[config.mk]
export PLATFORM = sky130hd
export DESIGN_NAME = regfile
export DESIGN_NICKNAME = d
export VERILOG_FILES = /design/src/rtl/regfile_pkg.sv /design/src/rtl/regfile_rport.sv /design/src/rtl/regfile.sv
export SDC_FILE = /design/constraint.sdc
export NUM_CORES = 2
export LEC_CHECK = 0
export CAP_MARGIN = 30
export CORE_ASPECT_RATIO = 1.2
export CORE_MARGIN = 2
export CORE_UTILIZATION = 42
export DETAILED_ROUTE_END_ITERATION = 10
export HOLD_SLACK_MARGIN = 0.06
export PLACE_DENSITY = 0.61
export RECOVER_POWER = 100
export SYNTH_ARGS = -nofsm -noshare
export SYNTH_HDL_FRONTEND = slang
export SYNTH_SLANG_ARGS = --single-unit
[constraint.sdc]
create_clock -name clk -period 2.98 [get_ports clk]
set_input_delay 0.447 -clock clk [delete_from_list [all_inputs] [get_ports clk]]
set_output_delay 0.447 -clock clk [all_outputs]
set_load 0.01 [all_outputs]
[src/rtl/regfile_pkg.sv]
// Shared constants for the general-purpose register file. These mirror the
// legacy define.v names so the pipeline's other stages can use the same values.
package regfile_pkg;

    localparam int REG_BUS_W     = 32;
    localparam int REG_ADDR_W    = 5;
    localparam int REG_NUM       = 32;
    localparam int REG_NUM_LOG2  = 5;

    localparam logic [REG_BUS_W-1:0]  ZERO_WORD    = '0;
    localparam logic [REG_ADDR_W-1:0] NOP_REG_ADDR = '0;

    localparam logic WRITE_ENABLE = 1'b1;
    localparam logic READ_ENABLE  = 1'b1;
    localparam logic RST_ACTIVE   = 1'b0;

endpackage

[src/rtl/regfile_rport.sv]
// One combinational read port of the register file: applies the reset,
// $0, same-cycle bypass and read-enable rules in priority order.
module regfile_rport
    import regfile_pkg::*;
#(
    parameter int DATA_W = REG_BUS_W,
    parameter int ADDR_W = REG_ADDR_W
) (
    input  logic              rst,
    input  logic              we,
    input  logic [ADDR_W-1:0] waddr,
    input  logic [DATA_W-1:0] wdata,
    input  logic              re,
    input  logic [ADDR_W-1:0] raddr,
    input  logic [DATA_W-1:0] mem_rd,
    output logic [DATA_W-1:0] rdata
);

    logic raddr_zero;
    logic hit_wr;

    assign raddr_zero = (raddr == ADDR_W'(0));
    assign hit_wr     = (we == WRITE_ENABLE) && (waddr == raddr);

    always_comb begin
        rdata = '0;
        if (rst == RST_ACTIVE) begin
            rdata = '0;
        end else if (raddr_zero) begin
            rdata = '0;
        end else if (re == READ_ENABLE && hit_wr) begin
            // Decode sees the write-back value in the same cycle it is written.
            rdata = wdata;
        end else if (re == READ_ENABLE) begin
            rdata = mem_rd;
        end
    end

endmodule

[src/rtl/regfile.sv]
// General-purpose register file: two combinational read ports with
// write-back bypass, one write port, $0 hardwired to zero.
module regfile
    import regfile_pkg::*;
#(
    parameter int DATA_W   = REG_BUS_W,
    parameter int ADDR_W   = REG_ADDR_W,
    parameter int NUM_REGS = REG_NUM
) (
    input  logic              clk,
    input  logic              rst,
    input  logic              we,
    input  logic [ADDR_W-1:0] waddr,
    input  logic [DATA_W-1:0] wdata,
    input  logic              re1,
    input  logic [ADDR_W-1:0] raddr1,
    output logic [DATA_W-1:0] rdata1,
    input  logic              re2,
    input  logic [ADDR_W-1:0] raddr2,
    output logic [DATA_W-1:0] rdata2
);

    localparam int NUM_RPORTS = 2;

    logic [NUM_REGS-1:0][DATA_W-1:0] mem_q;
    logic [NUM_REGS-1:0][DATA_W-1:0] mem_d;

    logic [NUM_RPORTS-1:0]             re_v;
    logic [NUM_RPORTS-1:0][ADDR_W-1:0] raddr_v;
    logic [NUM_RPORTS-1:0][DATA_W-1:0] rdata_v;

    assign re_v    = {re2, re1};
    assign raddr_v = {raddr2, raddr1};
    assign rdata1  = rdata_v[0];
    assign rdata2  = rdata_v[1];

    always_comb begin
        mem_d = mem_q;
        if (rst == RST_ACTIVE) begin
            mem_d = '0;
        end else if (we == WRITE_ENABLE && waddr != ADDR_W'(0)) begin
            mem_d[waddr] = wdata;
        end
        // Entry 0 never holds anything but zero, even before the first reset.
        mem_d[0] = '0;
    end

    always_ff @(posedge clk) begin
        mem_q <= mem_d;
    end

    for (genvar p = 0; p < NUM_RPORTS; p++) begin : g_rport
        regfile_rport #(
            .DATA_W (DATA_W),
            .ADDR_W (ADDR_W)
        ) u_rport (
            .rst    (rst),
            .we     (we),
            .waddr  (waddr),
            .wdata  (wdata),
            .re     (re_v[p]),
            .raddr  (raddr_v[p]),
            .mem_rd (mem_q[raddr_v[p]]),
            .rdata  (rdata_v[p])
        );
    end

endmodule

# Yosys cells after proc, flatten, opt, wreduce, memory -nomap -nowiden

Cells that the tools add are included.

Register bits: 992
Input bits: 52
Output and inout bits: 64
Logic and storage cells: 61

Magnitude comparators: 4
Eq/ne operators: 2
Muxes and demuxes: 15
Reductions and logical operators: 9

Operators with widths:

| kind                 | count |
|---|---|
| $bwmux W1024         | 1 |
| $mux W32             | 11 |
| $bmux W32 S5         | 2 |
| $demux W32 S5        | 1 |
| $lt A5 B6 Y1 const B | 3 |
| $eq A5 B5 Y1         | 2 |
| $logic_not A5 Y1     | 2 |
| $logic_and A1 B1 Y1  | 6 |
| $ge A5 B1 Y1 const B | 1 |
| $reduce_bool A5 Y1   | 1 |

# Longest topological paths before layout

Depth in word-level cells: 6
Mapped depth: 10
Gate-level depth less buffers: 5

# Cells and area by module

From an unflattened synthesis, not the netlist that was laid out.

Cells, all modules: 6,837
Area, all modules: 55,251.7 um^2

By module, submodules not included:

| module        | times used | cells an instance | area each (um^2) | sequential area each (um^2) |
|---|---|---|---|---|
| regfile       | 1          | 6,583             | 53,747.8         | 19,859.0 |
| regfile_rport | 2          | 127               | 752.0            | 0.0 |

# Least setup slack after synthesis

No wires, ideal clock.

Path type: input to output
Start: in raddr1[0]
End: out rdata1[17]
Arrival: 2.044 ns
Data required time: 2.533 ns
Setup slack: 0.489 ns
Cell stages on the path: 7
Buffers on the path: 3
Path through: buf_4 > buf_4 > buf_2 > mux4_2 > o22ai_1 > nor2_1 > a32o_1

Longest elaborated chain between the ends: 6
Elaborated cells on any way between the ends: 10
Those cells by class: eq/ne: 1; mux: 6; reduce/logical: 3

RTL lines:

| item                                                                         | line                                     | RTL |
|---|---|---|
| start, declared                                                              | regfile.sv:16                            | `input logic [ADDR_W-1:0] raddr1,` |
| $bmux W32 S5 / $eq A5 B5 Y1 (equally long branches)                          | regfile.sv:63, regfile_rport.sv:23       |  |
| $mux W32 (not written as such) / $logic_and A1 B1 Y1 (equally long branches) | regfile.sv:63, regfile_rport.sv:23       |  |
| $mux W32 / $logic_and A1 B1 Y1 (equally long branches)                       | regfile_rport.sv:34, regfile_rport.sv:31 |  |
| $mux W32                                                                     | regfile_rport.sv:31                      | `end else if (re == READ_ENABLE && hit_wr) begin` |
| $mux W32 *                                                                   | regfile_rport.sv:29                      | `end else if (raddr_zero) begin` |
| $mux W32 *                                                                   | regfile_rport.sv:27                      | `if (rst == RST_ACTIVE) begin` |
| end, declared                                                                | regfile.sv:17                            | `output logic [DATA_W-1:0] rdata1,` |

Every way passes the cells marked *; elsewhere a longest branch is shown, timed or not. The select of a mux whose other input is x is not followed.

# Worst setup path after layout

Start: reg mem_q[401] in the netlist's numbering
End: out rdata1[17]

Longest elaborated chain between the ends: 6

RTL lines:

| item                           | line                | RTL |
|---|---|---|
| start, declared                | regfile.sv:25       | `logic [NUM_REGS-1:0][DATA_W-1:0] mem_q;` |
| start signal, assigned         | regfile.sv:49       | `mem_q <= mem_d;` |
| $bmux W32 S5                   | regfile.sv:63       | `.mem_rd (mem_q[raddr_v[p]]),` |
| $mux W32 (not written as such) | regfile.sv:63       |  |
| $mux W32                       | regfile_rport.sv:34 | `end else if (re == READ_ENABLE) begin` |
| $mux W32                       | regfile_rport.sv:31 |  |
| $mux W32                       | regfile_rport.sv:29 |  |
| $mux W32                       | regfile_rport.sv:27 |  |

Every way passes these cells. The select of a mux whose other input is x is not followed.

==> impl_metrics.json <==
{
  "yosysTopAreaCell": "dfxtp_1",
  "syn_inst": 5948,
  "crit_family": "compound AO/OA/AOI/OAI gates",
  "tritoncts": "done",
  "antenna_found_initial": 4,
  "track_usage_pct": 35.2,
  "die_w_um": 331,
  "clockBufferDepth": 3,
  "synth_edf_count": 0,
  "arrival_ps": 2760,
  "via_count": 49800,
  "p_seq_share_pct": 42.4,
  "clkPwrFrac_pct": 45.1,
  "slowest_stage": "mux4_2",
  "path_cells": "mux4_2 -> mux2_4 -> nand2_2 -> o211ai_1 -> a32o_2 -> buf_6",
  "htreeDepth": 3,
  "endpoint_kind": "output pin",
  "synth_most_common_cell": "nand2_1",
  "r2r_end": "mem_q[465]",
  "grt_pass1_wl_mm": 338,
  "wl_per_cell_um": 29.2,
  "fill_cells": 11600,
  "synth_top_area_share_pct": 36.8,
  "hold_buffers": 0,
  "report.final.slew_viol_count": 245,
  "netlist_area_um2": 53900,
  "reg.largest.list": "mem_q (992)",
  "powerDensity_nw_per_um2": 475,
  "drt-initial-drc-count": 5948,
  "wl_mm": 235,
  "clkLatencyLatePin_ps": 750,
  "portBuffers": 115,
  "ir_drop_v": 0.000488,
  "setup_viol": 34,
  "synth-seq-area-share_pct": 36.8,
  "initial_core_util_pct": 42.1,
  "ys_types": 63,
  "grt_pass1_vias": 48500,
  "detailedPlacementHpwl_mm": 153,
  "synth.area.top_cells": "dfxtp_1 (37%), mux4_2 (17%), nand2_1 (14%), a21boi_0 (9.5%), a21boi_1 (4.3%)",
  "fmax_ghz": 0.312,
  "clkSinkCount": 992,
  "core-area_um2": 128000,
  "r2r_start": "mem_q[465]",
  "gp_congestion": 1.01,
  "rrSetupSlack_ps": 2130,
  "path_buf_inv": 1,
  "crit_path_max_fanout": 2,
  "syn_avg_cell_area_um2": 9.06,
  "violations": "max-capacitance violations, max-slew violations, negative setup slack",
  "stdcell_count": 8047,
  "p_comb_share_pct": 12.6,
  "cts_root_buf": "clkbuf_16",
  "pre_cts_slack_ps": -1320,
  "critPathLaunch": "mem_q[401]",
  "cts_inserted_buffers": 107,
  "nets": 6330,
  "final_util_pct": 52.2,
  "async_reset_ff_share_pct": 0,
  "die_y_um": 396,
  "worst_slack_ps": -224,
  "maxCapViolCount": 9,
  "pin_count": 116,
  "intPower_mw": 23.3,
  "fin_crit_sh_pct": 108,
  "swShare_pct": 26.4,
  "crit_path_end": "rdata1[17]",
  "hp-class": "in -> reg",
  "place_inst": 7771,
  "skew_ps": 0,
  "ys.flop_type": "dfxtp_1",
  "drive_gt1_share_pct": 28.9,
  "leakage_nw": 23.2,
  "layout_min_cycle_time_ps": 3200,
  "cts.reportedPaths.clkPinSlew_ps": 60,
  "relSlewSlack_pct": -29.7,
  "num_rows": 144,
  "largest_register_ffs": 992,
  "r2r_cells": 4,
  "top_register": "mem_q",
  "rsz0062_at_grt": "yes",
  "grt_max_degree": 208,
  "switchingPower_mw": 8.36,
  "tightest_slew_ps": 1950,
  "vias_per_cell": 6.19,
  "ant_nets": 0,
  "cp_num_cells": 6,
  "fp.dieArea_um2": 131000,
  "hold_viol": 0,
  "required_ps": 2530,
  "syn_nets": 6000,
  "areaGrowthSynthToFinish_pct": 23.8,
  "ys_warn_count": 0,
  "dr.pass1.iters": 6,
  "cpPeakStageDelay_ps": 440,
  "worstSetupPathType": "reg -> out",
  "fin_tns_setup_ps": -1680,
  "grt_overflow": 0,
  "ys_seq_elements": 992,
  "status": "finished, violations left",
  "startpoint_type": "flop",
  "netlist_top_cells_count": "nand2_1 (2,081), dfxtp_1 (992), a21boi_0 (682)",
  "drc": 0
}
-- routing by layer --
metal / vias to the layer above / GRT usage, % / part of all wire [%]
met4: 4 / 22.9 / 7.7
met2: 3072 / 52.8 / 44
li1: 21500 / - / -
met3: 773 / 8.31 / 11
met1: 24500 / 45.3 / 37
met5: - / 0 / 0.0098
-- cell usage in the layout, fill, tap and decap left out, types with 37 or more instances in the layout --
cell type and n:
a221oi_1 59, a21boi_1 136, dfxtp_1 867, o22ai_1 67
buf_4 529, mux4_2 412, mux2_2 69, clkbuf_1 60
a21boi_0 856, nor2_1 106, buf_12 112, nand2_1 2036
nand2_2 37, clkbuf_16 108, buf_6 63, dfxtp_2 125
mux2i_1 79
-- final cells by class --
type	count	area, µm²	area share (%)
Antenna cell	2	5.00	0.00750
Clock buffer	159	3180	4.77
Clock inverter	38	552	0.827
Inverter	4	15.0	0.0225
Multi-Input combinational cell	4303	32600	48.9
Sequential cell	992	20000	30.0
Tap cell	1679	2100	3.15
Timing Repair Buffer	870	8250	12.4
-- power by group through the flow --
| stage | logic [mW] | clock network (mW) | registers (mW) |
|---|---|---|---|
| 3_3_place_gp | 3.59 | 0 | 13.7 |
| 2_1_floorplan | 1.83 | 0 | 13.7 |
| 6_report | 3.98 | 14.3 | 13.4 |
| 3_5_place_dp | 3.60 | 0 | 13.7 |
| 4_1_cts | 3.85 | 14.4 | 13.4 |
| 5_1_grt | 4.06 | 14.9 | 13.4 |
-- through the flow --
step	cell area [µm²]	total power, mW	hold slack (ps)
after floorplan	53900	15.5	441
after global placement	61300	17.3	449
after detailed placement	61300	17.3	454
after CTS	67100	31.6	160
after global routing	66700	32.4	322
final	66800	31.7	323
-- worst min-delay path by stage --
stage	to	depth (start not counted)	start	slack [ps]
final	mem_q[255]	3	rst	320
after global routing	mem_q[223]	3	rst	320
after CTS	mem_q[223]	3	rst	160
after detailed placement	mem_q[458]	2	mem_q[458]	450
after floorplan	mem_q[173]	2	mem_q[173]	440
after global placement	mem_q[838]	2	mem_q[838]	450
-- worst min-delay path, stage by stage --
cell and delay (ps):
clkbuf_2 180, buf_4 240, a21boi_0 130
-- cells by family (layout without fill, tap and decap cells) --
family,count (synthesis),count (layout),synth area share (%)
AOI/OAI and AO/OA,1353,1353,19.3
xor gates and xnor gates,10,10,0.162
buffers and inverters,653,1071,5.91
DFF,992,992,36.8
muxes,595,595,20.8
other,0,2,0
and+or+nand+nor,2345,2345,17.0
-- repair_timing --
item | 4_1_cts | 5_1_grt
resized for setup | 666 | 123
setup endpoints to repair | 64 | 57
gates cloned | 3 | 0
endpoints found under the hold margin | 0 | 0
pin swaps | 96 | 50
buffers inserted | 64 | 25
Power figures use the tool's default switching activity.
